File: src/rtl/rx_downsampler_iq.sv
// Runtime power-of-two I/Q decimator with pick/average modes, followed by
// round-half-up requantisation with saturation. I and Q run as two lanes sharing one frame counter.

module rx_ds_lane #(
  parameter int NBT_IN   = 8,
  parameter int NBT_OUT  = 8,
  parameter int MAX_LOG2 = 3,
  parameter int KW       = 2
) (
  input  logic                      clk,
  input  logic                      rst,
  input  logic                      acc_en,
  input  logic                      frame_start,
  input  logic                      load,
  input  logic                      mode,
  input  logic [KW-1:0]             k,
  input  logic signed [NBT_IN-1:0]  smp,
  output logic signed [NBT_OUT-1:0] y
);
  localparam int AW = NBT_IN + MAX_LOG2;
  localparam int S  = NBT_IN - NBT_OUT;

  logic signed [AW-1:0]      acc, total, smp_x;
  logic signed [AW:0]        rnd, avg_w;
  logic signed [NBT_IN-1:0]  avg, x;
  logic signed [NBT_OUT-1:0] y_nxt;

  assign smp_x = {{MAX_LOG2{smp[NBT_IN-1]}}, smp};
  // Running sum restarts with the first sample of a frame, so D = 1 is just the sample.
  assign total = frame_start ? smp_x : acc + smp_x;

  always_comb begin
    rnd = '0;
    if (k != '0) rnd = (AW+1)'(1) << (k - 1'b1);
  end

  assign avg_w = ($signed({total[AW-1], total}) + rnd) >>> k;
  assign avg   = NBT_IN'(avg_w);
  assign x     = mode ? avg : smp;

  if (S > 0) begin : g_rnd
    localparam logic signed [NBT_IN:0] HALF = (NBT_IN+1)'(1) << (S - 1);
    localparam logic signed [NBT_IN:0] MAXV = (NBT_IN+1)'((2 ** (NBT_OUT-1)) - 1);
    localparam logic signed [NBT_IN:0] MINV = (NBT_IN+1)'(-(2 ** (NBT_OUT-1)));
    logic signed [NBT_IN:0] xr;
    always_comb begin
      xr = ($signed({x[NBT_IN-1], x}) + HALF) >>> S;
      if (xr > MAXV)      y_nxt = NBT_OUT'(MAXV);
      else if (xr < MINV) y_nxt = NBT_OUT'(MINV);
      else                y_nxt = NBT_OUT'(xr);
    end
  end else begin : g_pass
    assign y_nxt = NBT_OUT'(x);
  end

  always_ff @(posedge clk or posedge rst) begin
    if (rst) begin
      acc <= '0;
      y   <= '0;
    end else begin
      if (acc_en) acc <= total;
      if (load)   y   <= y_nxt;
    end
  end
endmodule

module rx_downsampler_iq #(
  parameter int NBT_IN   = 8,
  parameter int NBF_IN   = 7,
  parameter int NBT_OUT  = 8,
  parameter int NBF_OUT  = 7,
  parameter int MAX_LOG2 = 3,
  parameter int NB_LOG   = 2
) (
  input  logic                      clk,
  input  logic                      i_reset,
  input  logic                      i_enable,
  input  logic                      i_valid,
  input  logic signed [NBT_IN-1:0]  i_sym_I,
  input  logic signed [NBT_IN-1:0]  i_sym_Q,
  input  logic [NB_LOG-1:0]         i_dec_log2,
  input  logic [MAX_LOG2-1:0]       i_phase,
  input  logic                      i_mode,
  output logic signed [NBT_OUT-1:0] o_sym_I,
  output logic signed [NBT_OUT-1:0] o_sym_Q,
  output logic                      o_valid
);
  localparam int NUM_LANES = 2;
  localparam int KW        = $clog2(MAX_LOG2 + 1);

  if (NBT_OUT > NBT_IN || NBF_OUT != NBF_IN - (NBT_IN - NBT_OUT)) begin : g_bad_cfg
    $error("rx_downsampler_iq: inconsistent output format");
  end

  typedef struct packed {
    logic [KW-1:0]       k;
    logic [MAX_LOG2-1:0] phase;
    logic                mode;
  } cfg_t;

  cfg_t                act, cfg_in, cur;
  logic [MAX_LOG2-1:0] cnt, mask;
  logic                frame_start, last, pick, accept, fire;

  always_comb begin
    cfg_in.k     = (int'(i_dec_log2) > MAX_LOG2) ? KW'(MAX_LOG2) : KW'(i_dec_log2);
    cfg_in.phase = i_phase;
    cfg_in.mode  = i_mode;
  end

  // At frame start the live inputs steer this sample; afterwards the latched copy does.
  assign frame_start = (cnt == '0);
  assign cur         = frame_start ? cfg_in : act;
  assign mask        = ~({MAX_LOG2{1'b1}} << cur.k);
  assign last        = (cnt == mask);
  assign pick        = (cnt == (cur.phase & mask));
  assign accept      = i_enable & i_valid;
  assign fire        = accept & (cur.mode ? last : pick);

  always_ff @(posedge clk or posedge i_reset) begin
    if (i_reset) begin
      cnt     <= '0;
      act     <= '0;
      o_valid <= 1'b0;
    end else begin
      o_valid <= fire;
      if (accept) begin
        cnt <= last ? '0 : cnt + 1'b1;
        if (frame_start) act <= cfg_in;
      end
    end
  end

  logic [NUM_LANES-1:0][NBT_IN-1:0]  smp;
  logic [NUM_LANES-1:0][NBT_OUT-1:0] y;

  assign smp = {i_sym_Q, i_sym_I};

  for (genvar l = 0; l < NUM_LANES; l++) begin : g_lane
    rx_ds_lane #(
      .NBT_IN(NBT_IN), .NBT_OUT(NBT_OUT), .MAX_LOG2(MAX_LOG2), .KW(KW)
    ) u_lane (
      .clk         (clk),
      .rst         (i_reset),
      .acc_en      (accept),
      .frame_start (frame_start),
      .load        (fire),
      .mode        (cur.mode),
      .k           (cur.k),
      .smp         (smp[l]),
      .y           (y[l])
    );
  end

  assign o_sym_I = y[0];
  assign o_sym_Q = y[1];
endmodule

File: config.mk
export PLATFORM = sky130hd
export DESIGN_NAME = rx_downsampler_iq
export DESIGN_NICKNAME = d
export VERILOG_FILES = /design/src/rtl/rx_downsampler_iq.sv
export SDC_FILE = /design/constraint.sdc
export NUM_CORES = 1
export LEC_CHECK = 0
export CAP_MARGIN = 20
export CORE_ASPECT_RATIO = 1.25
export CORE_MARGIN = 2
export CORE_UTILIZATION = 41
export CTS_BUF_LIST = sky130_fd_sc_hd__clkbuf_4
export DETAILED_ROUTE_END_ITERATION = 10
export MAX_ROUTING_LAYER = met4
export SYNTH_ARGS = -nofsm -noshare
export SYNTH_HDL_FRONTEND = slang
export SYNTH_SLANG_ARGS = --single-unit
File: constraint.sdc
create_clock -name clk -period 8.6 [get_ports clk]
set_input_delay 1.72 -clock clk [delete_from_list [all_inputs] [get_ports clk]]
set_output_delay 1.72 -clock clk [all_outputs]
set_load 0.01 [all_outputs]
==> results.json <==
{
  "status": "complete, no violations",
  "hold_end": "g_lane[1].u_lane.y[0]",
  "fp.dieW_um": 97.9,
  "fp-row-count": 42,
  "r2r_slack_ns": 3.96,
  "hpwl_mm": 9.17,
  "synth-seq-cells": 48,
  "cts_tree": "done",
  "final_max_slew_viol_count": 0,
  "die_area_sq_um": 11900,
  "drive_above_1_share_pct": 8.95,
  "hold_class": "reg -> reg",
  "clock.fmax_mhz": 198,
  "grt_pass1_vias": 4201,
  "core_sq_um": 10700,
  "synthArstFlopShare_pct": 100,
  "regArea_sq_um": 1200,
  "nFillCells": 1070,
  "drtPass1Iterations": 4,
  "ys_types": 78,
  "period_needed_ns": 5.04,
  "io_buffers": 42,
  "crit_required_ns": 8.88,
  "r2r-end": "g_lane[1].u_lane.y[5]",
  "drc_errors": 0,
  "synthFlopType": "dfrtp_1",
  "synthTopCellsByCount": "nand2_1, dfrtp_1, o21ai_0",
  "cts.clk_slew.worst_paths_ns": 0.16,
  "arrival_ns": 5.32,
  "ant_nets": 0,
  "area_delta_synth_final_pct": 13.4,
  "worstHoldPathCells": 1,
  "h-tree-depth": 2,
  "final-setup-viol-count": 0,
  "end_kind": "flop",
  "synth_edf_count": 0,
  "slowest_delay_ns": 0.51,
  "cts_buffers": 5,
  "rsz0062_at_grt": "no",
  "fin_worst_skew_ns": 0.0158,
  "ios": 43,
  "multi_input_area_sq_um": 3120,
  "path_class": "in -> reg",
  "grt_max_degree": 49,
  "wirelength_mm": 12.5,
  "period_share_pct": 58.6,
  "min_from": "g_lane[1].u_lane.y[0]",
  "cp_max_fo": 4,
  "post-synth-top-area-cell": "dfrtp_1",
  "wire_per_inst_um": 17.8,
  "antenna_found_initial": 0,
  "cts_resized": 0,
  "maxCapViolCount": 0,
  "drtIter0Drc": 205,
  "path_cells": "clkdlybuf4s50_1 -> ha_1 -> fa_1 -> mux2i_1 -> inv_1 -> ha_1 -> a21o_1 -> a21o_1 -> o211ai_1 -> nor4_4 -> or4b_1 -> mux2i_1 -> a221oi_1 -> nor3_1",
  "grt_pass1_wl_mm": 21.1,
  "slowest_stage": "clkdlybuf4s50_1",
  "ys_seq_area_share_pct": 26.6,
  "fin_area_sq_um": 5120,
  "max_slew_margin_pct": 50.7,
  "yosysWarnings": 0,
  "diodes": 0,
  "syn_area_per_cell_sq_um": 8.32,
  "leakage_nw": 2.23,
  "placed_area_sq_um": 5040,
  "fin_nets": 627,
  "clk_latency_ns": 0.39,
  "synth_area_leaders": "dfrtp_1, ha_1, nand2_1",
  "setup-tns-final_ns": 0,
  "cts_buffer_depth": 2,
  "post_cts_buffers": 0,
  "vias": 4165,
  "ir_drop_uv": 203,
  "hold_buffers": 0,
  "overflow": 0,
  "grtUsageTotal_pct": 22.5,
  "synth_most_common_cell": "nand2_1",
  "power_mw": 2.43,
  "yosys.area.top_type_share_pct": 26.6,
  "synthCells": 543,
  "vias_per_cell": 5.93,
  "p_per_area_nw_per_um2": 475,
  "cts_sinks": 48,
  "dieHeight_um": 121,
  "root_buffer": "clkbuf_4",
  "worst_slew_pin_slew_ns": 0.740,
  "synthesis.area_sq_um": 4520,
  "start_kind": "primary input",
  "reg2reg_depth": 15,
  "start_util_pct": 42.3,
  "worstReg2RegStart": "cnt[0]",
  "gp_congestion": 0.785,
  "hold_viol_final": 0,
  "synth_fp_nets": 601
}
logic make-up after synthesis:
kind of cell    synth area share [%]
compound gates                  27.2
flops                           26.6
fa+ha+maj                       9.53
buf+inv                         4.71
mux                             4.88
xor+xnor                        6.01
simple gates                    21.0
worst max path at each step:
stage                  startpoint                    end
floorplan           i_dec_log2[0]  g_lane[1].u_lane.y[5]
CTS                    i_sym_Q[0]  g_lane[1].u_lane.y[7]
finish                 i_sym_Q[0]  g_lane[1].u_lane.y[7]
global route           i_sym_Q[0]  g_lane[1].u_lane.y[7]
detailed placement     i_sym_Q[0]  g_lane[1].u_lane.y[6]
global placement       i_sym_Q[0]  g_lane[1].u_lane.y[6]
where the power goes:
| group | internal, mW | total [mW] | switching, mW |
|---|---|---|---|
| clock network | 0.0643 | 0.149 | 0.0845 |
| logic | 0.762 | 1.87 | 1.11 |
| registers | 0.333 | 0.410 | 0.0774 |
| total | 1.16 | 2.43 | 1.27 |
critical path, delay by kind of cell:
kind,cells,cell delay (ns)
mux,2,0.46
fa+ha+maj,3,0.92
simple gates,3,0.86
compound gates,4,0.76
buf+inv,2,0.59
metal layers:
metal  track usage, %  vias up  share of wire, %
met5                -        -                 0
met4             6.60        0               1.9
met3             2.65       18               3.0
met2             39.6       73                52
met1             27.2     2007                44
li1                 -     2067                 -
sequential cells by signal, summed over array words and instances (netlist names):
register,flops
g_lane.u_lane.y,16
cnt,3
act,6
g_lane.u_lane.acc,22
o_valid,1
through the flow:
| step | std cells | utilization, % | setup slack [ns] | hold WS [ns] |
|---|---|---|---|---|
| global route | 702 | 48.0 | 3.32 | 0.518 |
| floorplan | 543 | - | 3.87 | 0.450 |
| CTS | 702 | 48.0 | 3.57 | 0.500 |
| detailed placement | 694 | 47.2 | 3.20 | 0.465 |
| global placement | 694 | 47.2 | 3.27 | 0.464 |
| finish | 702 | 48.0 | 3.56 | 0.497 |
final cells by class:
type	count	area share, %
tap	132	3.23
sequential	48	23.5
timing repair buffer	51	9.53
multi-input combinational	445	60.9
clock inverter	2	0.684
inverter	18	1.32
clock buffer	6	0.880
placed cells by master (no fill, tap or decap), drive strengths merged, types with 10 or more instances in the layout:
cell and instances:
dfrtp 48, nor2 29, mux2i 16, or3 10, xnor2 21, nor3 10, clkdlybuf4s50 42, a21oi 28
inv 18, o21ai 38, a21o 15, o211ai 15, xor2 10, ha 28, nand2 86, a211oi 10
Note: power is estimated with default switching activity, not from simulation.
